[src/rtl/mem_port_arbiter_if.sv]
// Purpose: requester/memory bundle shared by mem_port_arbiter and its users.
// Latency: none; this is wiring only.
// Backpressure: request levels are held until the matching one-cycle ack.
interface mem_port_arbiter_if #(
    parameter int AW = 32,
    parameter int DW = 32
);
    logic          if_req;
    logic [AW-1:0] if_addr;
    logic          if_ack;
    logic          d_req;
    logic          d_we;
    logic [AW-1:0] d_addr;
    logic [DW-1:0] d_wdata;
    logic          d_ack;
    logic [DW-1:0] rd_data;
    logic          mem_en;
    logic          mem_we;
    logic [AW-1:0] mem_addr;
    logic [DW-1:0] mem_wdata;
    logic [DW-1:0] mem_rdata;
    logic          busy;

    // Arbiter side: sees requests and memory read data, drives acks and memory.
    modport slave (
        input  if_req, if_addr, d_req, d_we, d_addr, d_wdata, mem_rdata,
        output if_ack, d_ack, rd_data, mem_en, mem_we, mem_addr, mem_wdata, busy
    );

    // Requester/memory side: the mirror image of the arbiter.
    modport master (
        output if_req, if_addr, d_req, d_we, d_addr, d_wdata, mem_rdata,
        input  if_ack, d_ack, rd_data, mem_en, mem_we, mem_addr, mem_wdata, busy
    );
endinterface

[src/rtl/mem_port_arbiter.sv]
// Purpose: round-robin sharing of one single-port memory between fetch and data requesters.
// Latency: request seen in IDLE at cycle 0, memory driven cycles 1..MEM_LAT, ack at MEM_LAT+1.
// Backpressure: requester holds req until its one-cycle ack; requests are sampled only in IDLE.
module mem_port_arbiter #(
    parameter int AW      = 32,
    parameter int DW      = 32,
    parameter int MEM_LAT = 2     // 1..15, fits the 4-bit access counter
) (
    input  logic               clk,
    input  logic               rst,
    mem_port_arbiter_if.slave  bus
);
    localparam logic [1:0] IDLE   = 2'd0;
    localparam logic [1:0] ACCESS = 2'd1;
    localparam logic [1:0] RESP   = 2'd2;

    localparam logic G_IF = 1'b0;
    localparam logic G_D  = 1'b1;

    localparam logic [3:0] CNT_INIT = 4'(MEM_LAT - 1);

    logic [1:0]    state;
    logic [3:0]    cnt;
    logic          grant;
    logic          last_grant;
    logic          we_q;
    logic [AW-1:0] addr_q;
    logic [DW-1:0] wdata_q;
    logic [DW-1:0] rd_q;

    logic          any_req;
    logic          pick_d;

    // Winner selection: a lone requester wins; on a tie the one not served last wins.
    always_comb begin
        any_req = bus.if_req | bus.d_req;
        pick_d  = bus.d_req & (~bus.if_req | (last_grant == G_IF));
    end

    // Access sequencer: latch the winner's request, count memory cycles, then ack.
    always_ff @(posedge clk or negedge rst) begin
        if (!rst) begin
            state      <= IDLE;
            cnt        <= 4'd0;
            grant      <= G_IF;
            last_grant <= G_D;
            we_q       <= 1'b0;
            addr_q     <= '0;
            wdata_q    <= '0;
            rd_q       <= '0;
        end else begin
            case (state)
                IDLE: begin
                    if (any_req) begin
                        grant      <= pick_d;
                        last_grant <= pick_d;
                        cnt        <= CNT_INIT;
                        state      <= ACCESS;
                        if (pick_d) begin
                            we_q    <= bus.d_we;
                            addr_q  <= bus.d_addr;
                            wdata_q <= bus.d_wdata;
                        end else begin
                            // Fetches never write, so the write path is parked at zero.
                            we_q    <= 1'b0;
                            addr_q  <= bus.if_addr;
                            wdata_q <= '0;
                        end
                    end
                end
                ACCESS: begin
                    if (cnt != 4'd0) begin
                        cnt <= cnt - 4'd1;
                    end else begin
                        // Read data is only valid in the last access cycle; stores leave rd_data alone.
                        if (!we_q) begin
                            rd_q <= bus.mem_rdata;
                        end
                        state <= RESP;
                    end
                end
                RESP: begin
                    state <= IDLE;
                end
                default: begin
                    state <= IDLE;
                end
            endcase
        end
    end

    // Output decode: memory strobes only while accessing, acks only in RESP.
    always_comb begin
        bus.mem_en    = (state == ACCESS);
        bus.mem_we    = (state == ACCESS) & we_q;
        bus.mem_addr  = addr_q;
        bus.mem_wdata = wdata_q;
        bus.rd_data   = rd_q;
        bus.if_ack    = (state == RESP) & (grant == G_IF);
        bus.d_ack     = (state == RESP) & (grant == G_D);
        bus.busy      = (state != IDLE);
    end
endmodule

[src/flat_wrapper.sv]
// flat-port wrapper written by rule: the top's interface ports become plain ports
module mem_port_arbiter_flat 
#(
    parameter int AW      = 32,
    parameter int DW      = 32,
    parameter int MEM_LAT = 2                                            
)
  (clk, rst, bus_if_req, bus_if_addr, bus_d_req, bus_d_we, bus_d_addr, bus_d_wdata, bus_mem_rdata, bus_if_ack, bus_d_ack, bus_rd_data, bus_mem_en, bus_mem_we, bus_mem_addr, bus_mem_wdata, bus_busy);
  mem_port_arbiter_if #(.AW(AW), .DW(DW)) bus_i ();
  input  logic clk;
  input  logic rst;
  input wire logic [$bits(bus_i.if_req)-1:0] bus_if_req;
  input wire logic [$bits(bus_i.if_addr)-1:0] bus_if_addr;
  input wire logic [$bits(bus_i.d_req)-1:0] bus_d_req;
  input wire logic [$bits(bus_i.d_we)-1:0] bus_d_we;
  input wire logic [$bits(bus_i.d_addr)-1:0] bus_d_addr;
  input wire logic [$bits(bus_i.d_wdata)-1:0] bus_d_wdata;
  input wire logic [$bits(bus_i.mem_rdata)-1:0] bus_mem_rdata;
  output wire logic [$bits(bus_i.if_ack)-1:0] bus_if_ack;
  output wire logic [$bits(bus_i.d_ack)-1:0] bus_d_ack;
  output wire logic [$bits(bus_i.rd_data)-1:0] bus_rd_data;
  output wire logic [$bits(bus_i.mem_en)-1:0] bus_mem_en;
  output wire logic [$bits(bus_i.mem_we)-1:0] bus_mem_we;
  output wire logic [$bits(bus_i.mem_addr)-1:0] bus_mem_addr;
  output wire logic [$bits(bus_i.mem_wdata)-1:0] bus_mem_wdata;
  output wire logic [$bits(bus_i.busy)-1:0] bus_busy;
  assign bus_i.if_req = bus_if_req;
  assign bus_i.if_addr = bus_if_addr;
  assign bus_i.d_req = bus_d_req;
  assign bus_i.d_we = bus_d_we;
  assign bus_i.d_addr = bus_d_addr;
  assign bus_i.d_wdata = bus_d_wdata;
  assign bus_i.mem_rdata = bus_mem_rdata;
  assign bus_if_ack = bus_i.if_ack;
  assign bus_d_ack = bus_i.d_ack;
  assign bus_rd_data = bus_i.rd_data;
  assign bus_mem_en = bus_i.mem_en;
  assign bus_mem_we = bus_i.mem_we;
  assign bus_mem_addr = bus_i.mem_addr;
  assign bus_mem_wdata = bus_i.mem_wdata;
  assign bus_busy = bus_i.busy;
  mem_port_arbiter #(.AW(AW), .DW(DW), .MEM_LAT(MEM_LAT)) u_core (.clk(clk), .rst(rst), .bus(bus_i));
endmodule
[config.mk]
export PLATFORM = sky130hd
export DESIGN_NAME = mem_port_arbiter_flat
export DESIGN_NICKNAME = d
export VERILOG_FILES = /design/src/rtl/mem_port_arbiter_if.sv /design/src/rtl/mem_port_arbiter.sv /design/src/flat_wrapper.sv
export SDC_FILE = /design/constraint.sdc
export NUM_CORES = 1
export LEC_CHECK = 0
export CAP_MARGIN = 25
export CORE_ASPECT_RATIO = 1.4
export CORE_MARGIN = 2
export CORE_UTILIZATION = 42
export CTS_CLUSTER_DIAMETER = 80
export DETAILED_ROUTE_END_ITERATION = 8
export GPL_TIMING_DRIVEN = 0
export HOLD_SLACK_MARGIN = 0.12
export PLACE_DENSITY = 0.91
export SETUP_SLACK_MARGIN = 0.2
export SYNTH_ARGS = -nofsm -noshare
export SYNTH_HDL_FRONTEND = slang
export SYNTH_SLANG_ARGS = --single-unit
[constraint.sdc]
create_clock -name clk -period 3.1 [get_ports clk]
set_input_delay 0.93 -clock clk [delete_from_list [all_inputs] [get_ports clk]]
set_output_delay 0.93 -clock clk [all_outputs]
set_load 0.05 [all_outputs]
==> impl_metrics.py <==
metrics = {
    "status": {
        "outcome": "finished, final reports clean",
    },
    "clock_tree": {
        "ctsHoldBuffers": 0,
        "numCtsBuffers": 9,
        "cts_max_path_buffers": 2,
        "cts_root_buf": "clkbuf_16",
        "insertion_delay_ns": 0.34,
        "cts_tree": "done",
        "clk_pin_slew_ns": 0.06,
        "cts_sinks": 105,
        "cts_setup_buffers": 0,
        "htree_levels": 3,
    },
    "yosys": {
        "yosysMostFrequentCell": "dfrtp_1",
        "post-synth-top-area-cell": "dfrtp_1",
        "synth-edff-count": 0,
        "syn_inst": 362,
        "synth_fp_nets": 496,
        "postSynthAreaPerCell_um2": 12.1,
        "synth_seq_area_share": 0.599,
        "syn_area_um2": 4390,
        "ys_ff_latch": 105,
        "synth_ff_type": "dfrtp_1",
        "synthArstFlopShare": 1.00,
        "synth_area_leaders": "dfrtp_1 (59%), mux2_4 (10%), a22o_1 (6.8%)",
        "synth.top_cell.area_share": 0.593,
        "synth_commonest_cells": "dfrtp_1 (104), nand2_1 (66), a22o_1 (34), a21oi_1 (33), a31oi_1 (32)",
        "yosys_warnings": 0,
        "synth_cell_types": 32,
    },
    "place": {
        "portBuffers": 233,
        "dp_hpwl_um": 9980,
        "place.gp.congestion": 0.781,
    },
    "global_route": {
        "antenna_found_initial": 0,
        "grt_max_degree": 60,
        "grt_pass1_vias": 4103,
        "grtUsageTotal": 0.236,
        "overflow": 0,
        "grt_pass1_wl_um": 21200,
    },
    "detailed_routing": {
        "avgRoutedWirePerCell_um": 17.4,
        "finalWirelength_um": 13000,
        "drt_iter0_drc": 116,
        "first_pass_iters": 4,
        "drc_errors": 0,
        "final_antenna_net_count": 0,
        "via_per_inst": 5.11,
        "num_vias": 3835,
    },
    "power_and_ir_drop": {
        "p_clk_frac": 0.143,
        "swShare": 0.465,
        "p_int_uw": 4840,
        "p_per_area_nw_per_um2": 1240,
        "ir_worst_vdd_v": 0.000532,
        "p_seq_frac": 0.266,
        "pwr-share-comb": 0.591,
        "p_sw_uw": 4210,
        "p_leak_uw": 0.00325,
    },
    "sta": {
        "worst_pin_slew_ns": 0.635,
        "hold_viol_final": 0,
        "skew_ns": 0.00687,
        "post-route-period-util": 0.859,
        "fin_hold_ws_ns": 0.504,
        "relSlewSlack": 0.577,
        "rsz0062_at_grt": "false",
        "setup-violations-final": 0,
        "fmax_mhz": 376,
        "period_minus_slack_ns": 2.66,
        "maxSlewViolCount": 0,
    },
    "critical_path": {
        "cp_cell_sequence": "buf_2 > nor2b_1 > and2_1 > dlygate4sd2_1",
        "cp.required_ns": 2.17,
        "critical_path_class": "register to output port",
        "slowest_delay_ns": 0.54,
        "cp.buffers_inverters": 2,
        "cp.arrival_ns": 1.73,
        "critPathCaptureType": "output port",
        "cp_top_family": "buffers and inverters",
        "cp-start-kind": "register",
        "crit_fanout": 8,
        "crit_slowest_cell": "dlygate4sd2_1",
    },
    "floorplanning": {
        "initial_core_util": 0.426,
        "core_um2": 10300,
        "die-width_um": 90.4,
        "fp.dieArea_um2": 11300,
        "io_pins": 234,
        "fp.dieH_um": 125,
        "num_rows": 44,
    },
    "final_layout": {
        "syn2layout_area_growth_pct": 65.5,
        "drive_gt1_frac": 0.116,
        "fin_nets": 741,
        "final_core_util": 0.706,
        "n_antenna_cell": 0,
    },
    "hold_path": {
        "hp-class": "register to register",
    },
    "run": {
        "cap_viol_max_count": 0,
    },
}
## cells by family (layout without fill, tap and decap cells)
| group | Yosys count | count (layout) | synth area share |
|---|---|---|---|
| multiplexers | 35 | 35 | 0.115 |
| flip-flops | 105 | 105 | 0.599 |
| adder cells (fa/ha/maj) | 1 | 1 | 0.00285 |
| AO/OA/AOI/OAI | 107 | 107 | 0.165 |
| buffers and inverters | 31 | 281 | 0.0351 |
| AND/OR/NAND/NOR | 83 | 83 | 0.0838 |
## sequential cells by signal, summed over array words and instances, names as in the netlist
name                  flops
u_core.bus.mem_wdata     32
u_core.last_grant         1
u_core.state              2
u_core.grant              1
u_core.bus.mem_addr      32
u_core.bus.rd_data       32
u_core.cnt                4
u_core.we_q               1
## worst paths after layout
path / from / endpoint / slack (ns) / cells past startpoint
max in group asynchronous: rst / u_core.bus.rd_data[19] / 1.79 / 2
min reg2reg: u_core.bus.mem_wdata[24] / u_core.bus.mem_wdata[24] / 0.50 / 1
max: u_core.state[0] / bus_mem_we / 0.44 / 4
max reg2reg: u_core.cnt[0] / u_core.bus.rd_data[14] / 1.36 / 6
min: u_core.bus.mem_wdata[24] / u_core.bus.mem_wdata[24] / 0.50 / 1
min in group asynchronous: rst / u_core.bus.mem_wdata[2] / 0.60 / 1
## power by group through the flow
| stage | clock (uW) | sequential (uW) | combinational [uW] |
|---|---|---|---|
| 5_1_grt | 1390 | 2470 | 5590 |
| 2_1_floorplan | 0 | 4390 | 1560 |
| 6_report | 1300 | 2400 | 5350 |
| 3_5_place_dp | 0 | 2420 | 5370 |
| 4_1_cts | 1330 | 2400 | 5390 |
| 3_3_place_gp | 0 | 2370 | 5270 |
## layout make-up
class / instances / area, um2
Sequential cell: 105 / 2630
Clock buffer: 9 / 225
Fill cell: 720 / 3030
Inverter: 3 / 11.3
Buffer: 28 / 143
Multi-Input combinational cell: 226 / 1610
Timing Repair Buffer: 234 / 2360
Tap cell: 138 / 173
Clock inverter: 7 / 118
## cells in the final DEF, fill, tap and decap left out, types with 9 or more instances in the layout
cell type        count
mux2_4              30
a31oi_1             32
clkbuf_16            9
buf_2               12
clkbuf_1            13
nand2_1             66
a22o_1              34
dfrtp_1            104
clkdlybuf4s50_1    227
a21oi_1             33
## stage by stage
stage / power, uW / setup WS, ns / std cells / cell area (um2) / setup TNS, ns
4_1_cts: 9110 / 0.237 / 750 / 7260 / 0
5_1_grt: 9450 / 0.316 / 750 / 7270 / 0
2_1_floorplan: 5950 / 0.384 / 362 / 4390 / 0
3_3_place_gp: 7630 / -2.58 / 733 / 6900 / -269.13
6_report: 9040 / 0.437 / 750 / 7270 / 0
3_5_place_dp: 7790 / 0.412 / 734 / 6920 / 0
## layer usage
| metal | up-vias | wire (um) | global-route usage |
|---|---|---|---|
| met1 | 1862 | 4850 | 0.255 |
| met4 | 0 | 269 | 0.0805 |
| li1 | 1778 | - | - |
| met3 | 22 | 849 | 0.0614 |
| met2 | 173 | 7070 | 0.444 |
| met5 | - | 0 | 0 |
## repair_timing
action / in CTS / in global routing
gates resized for setup: 2 / 3
endpoints found under the hold margin: 0 / 0
endpoints found under the setup margin: 2 / 3
Power figures use the tool's default switching activity.
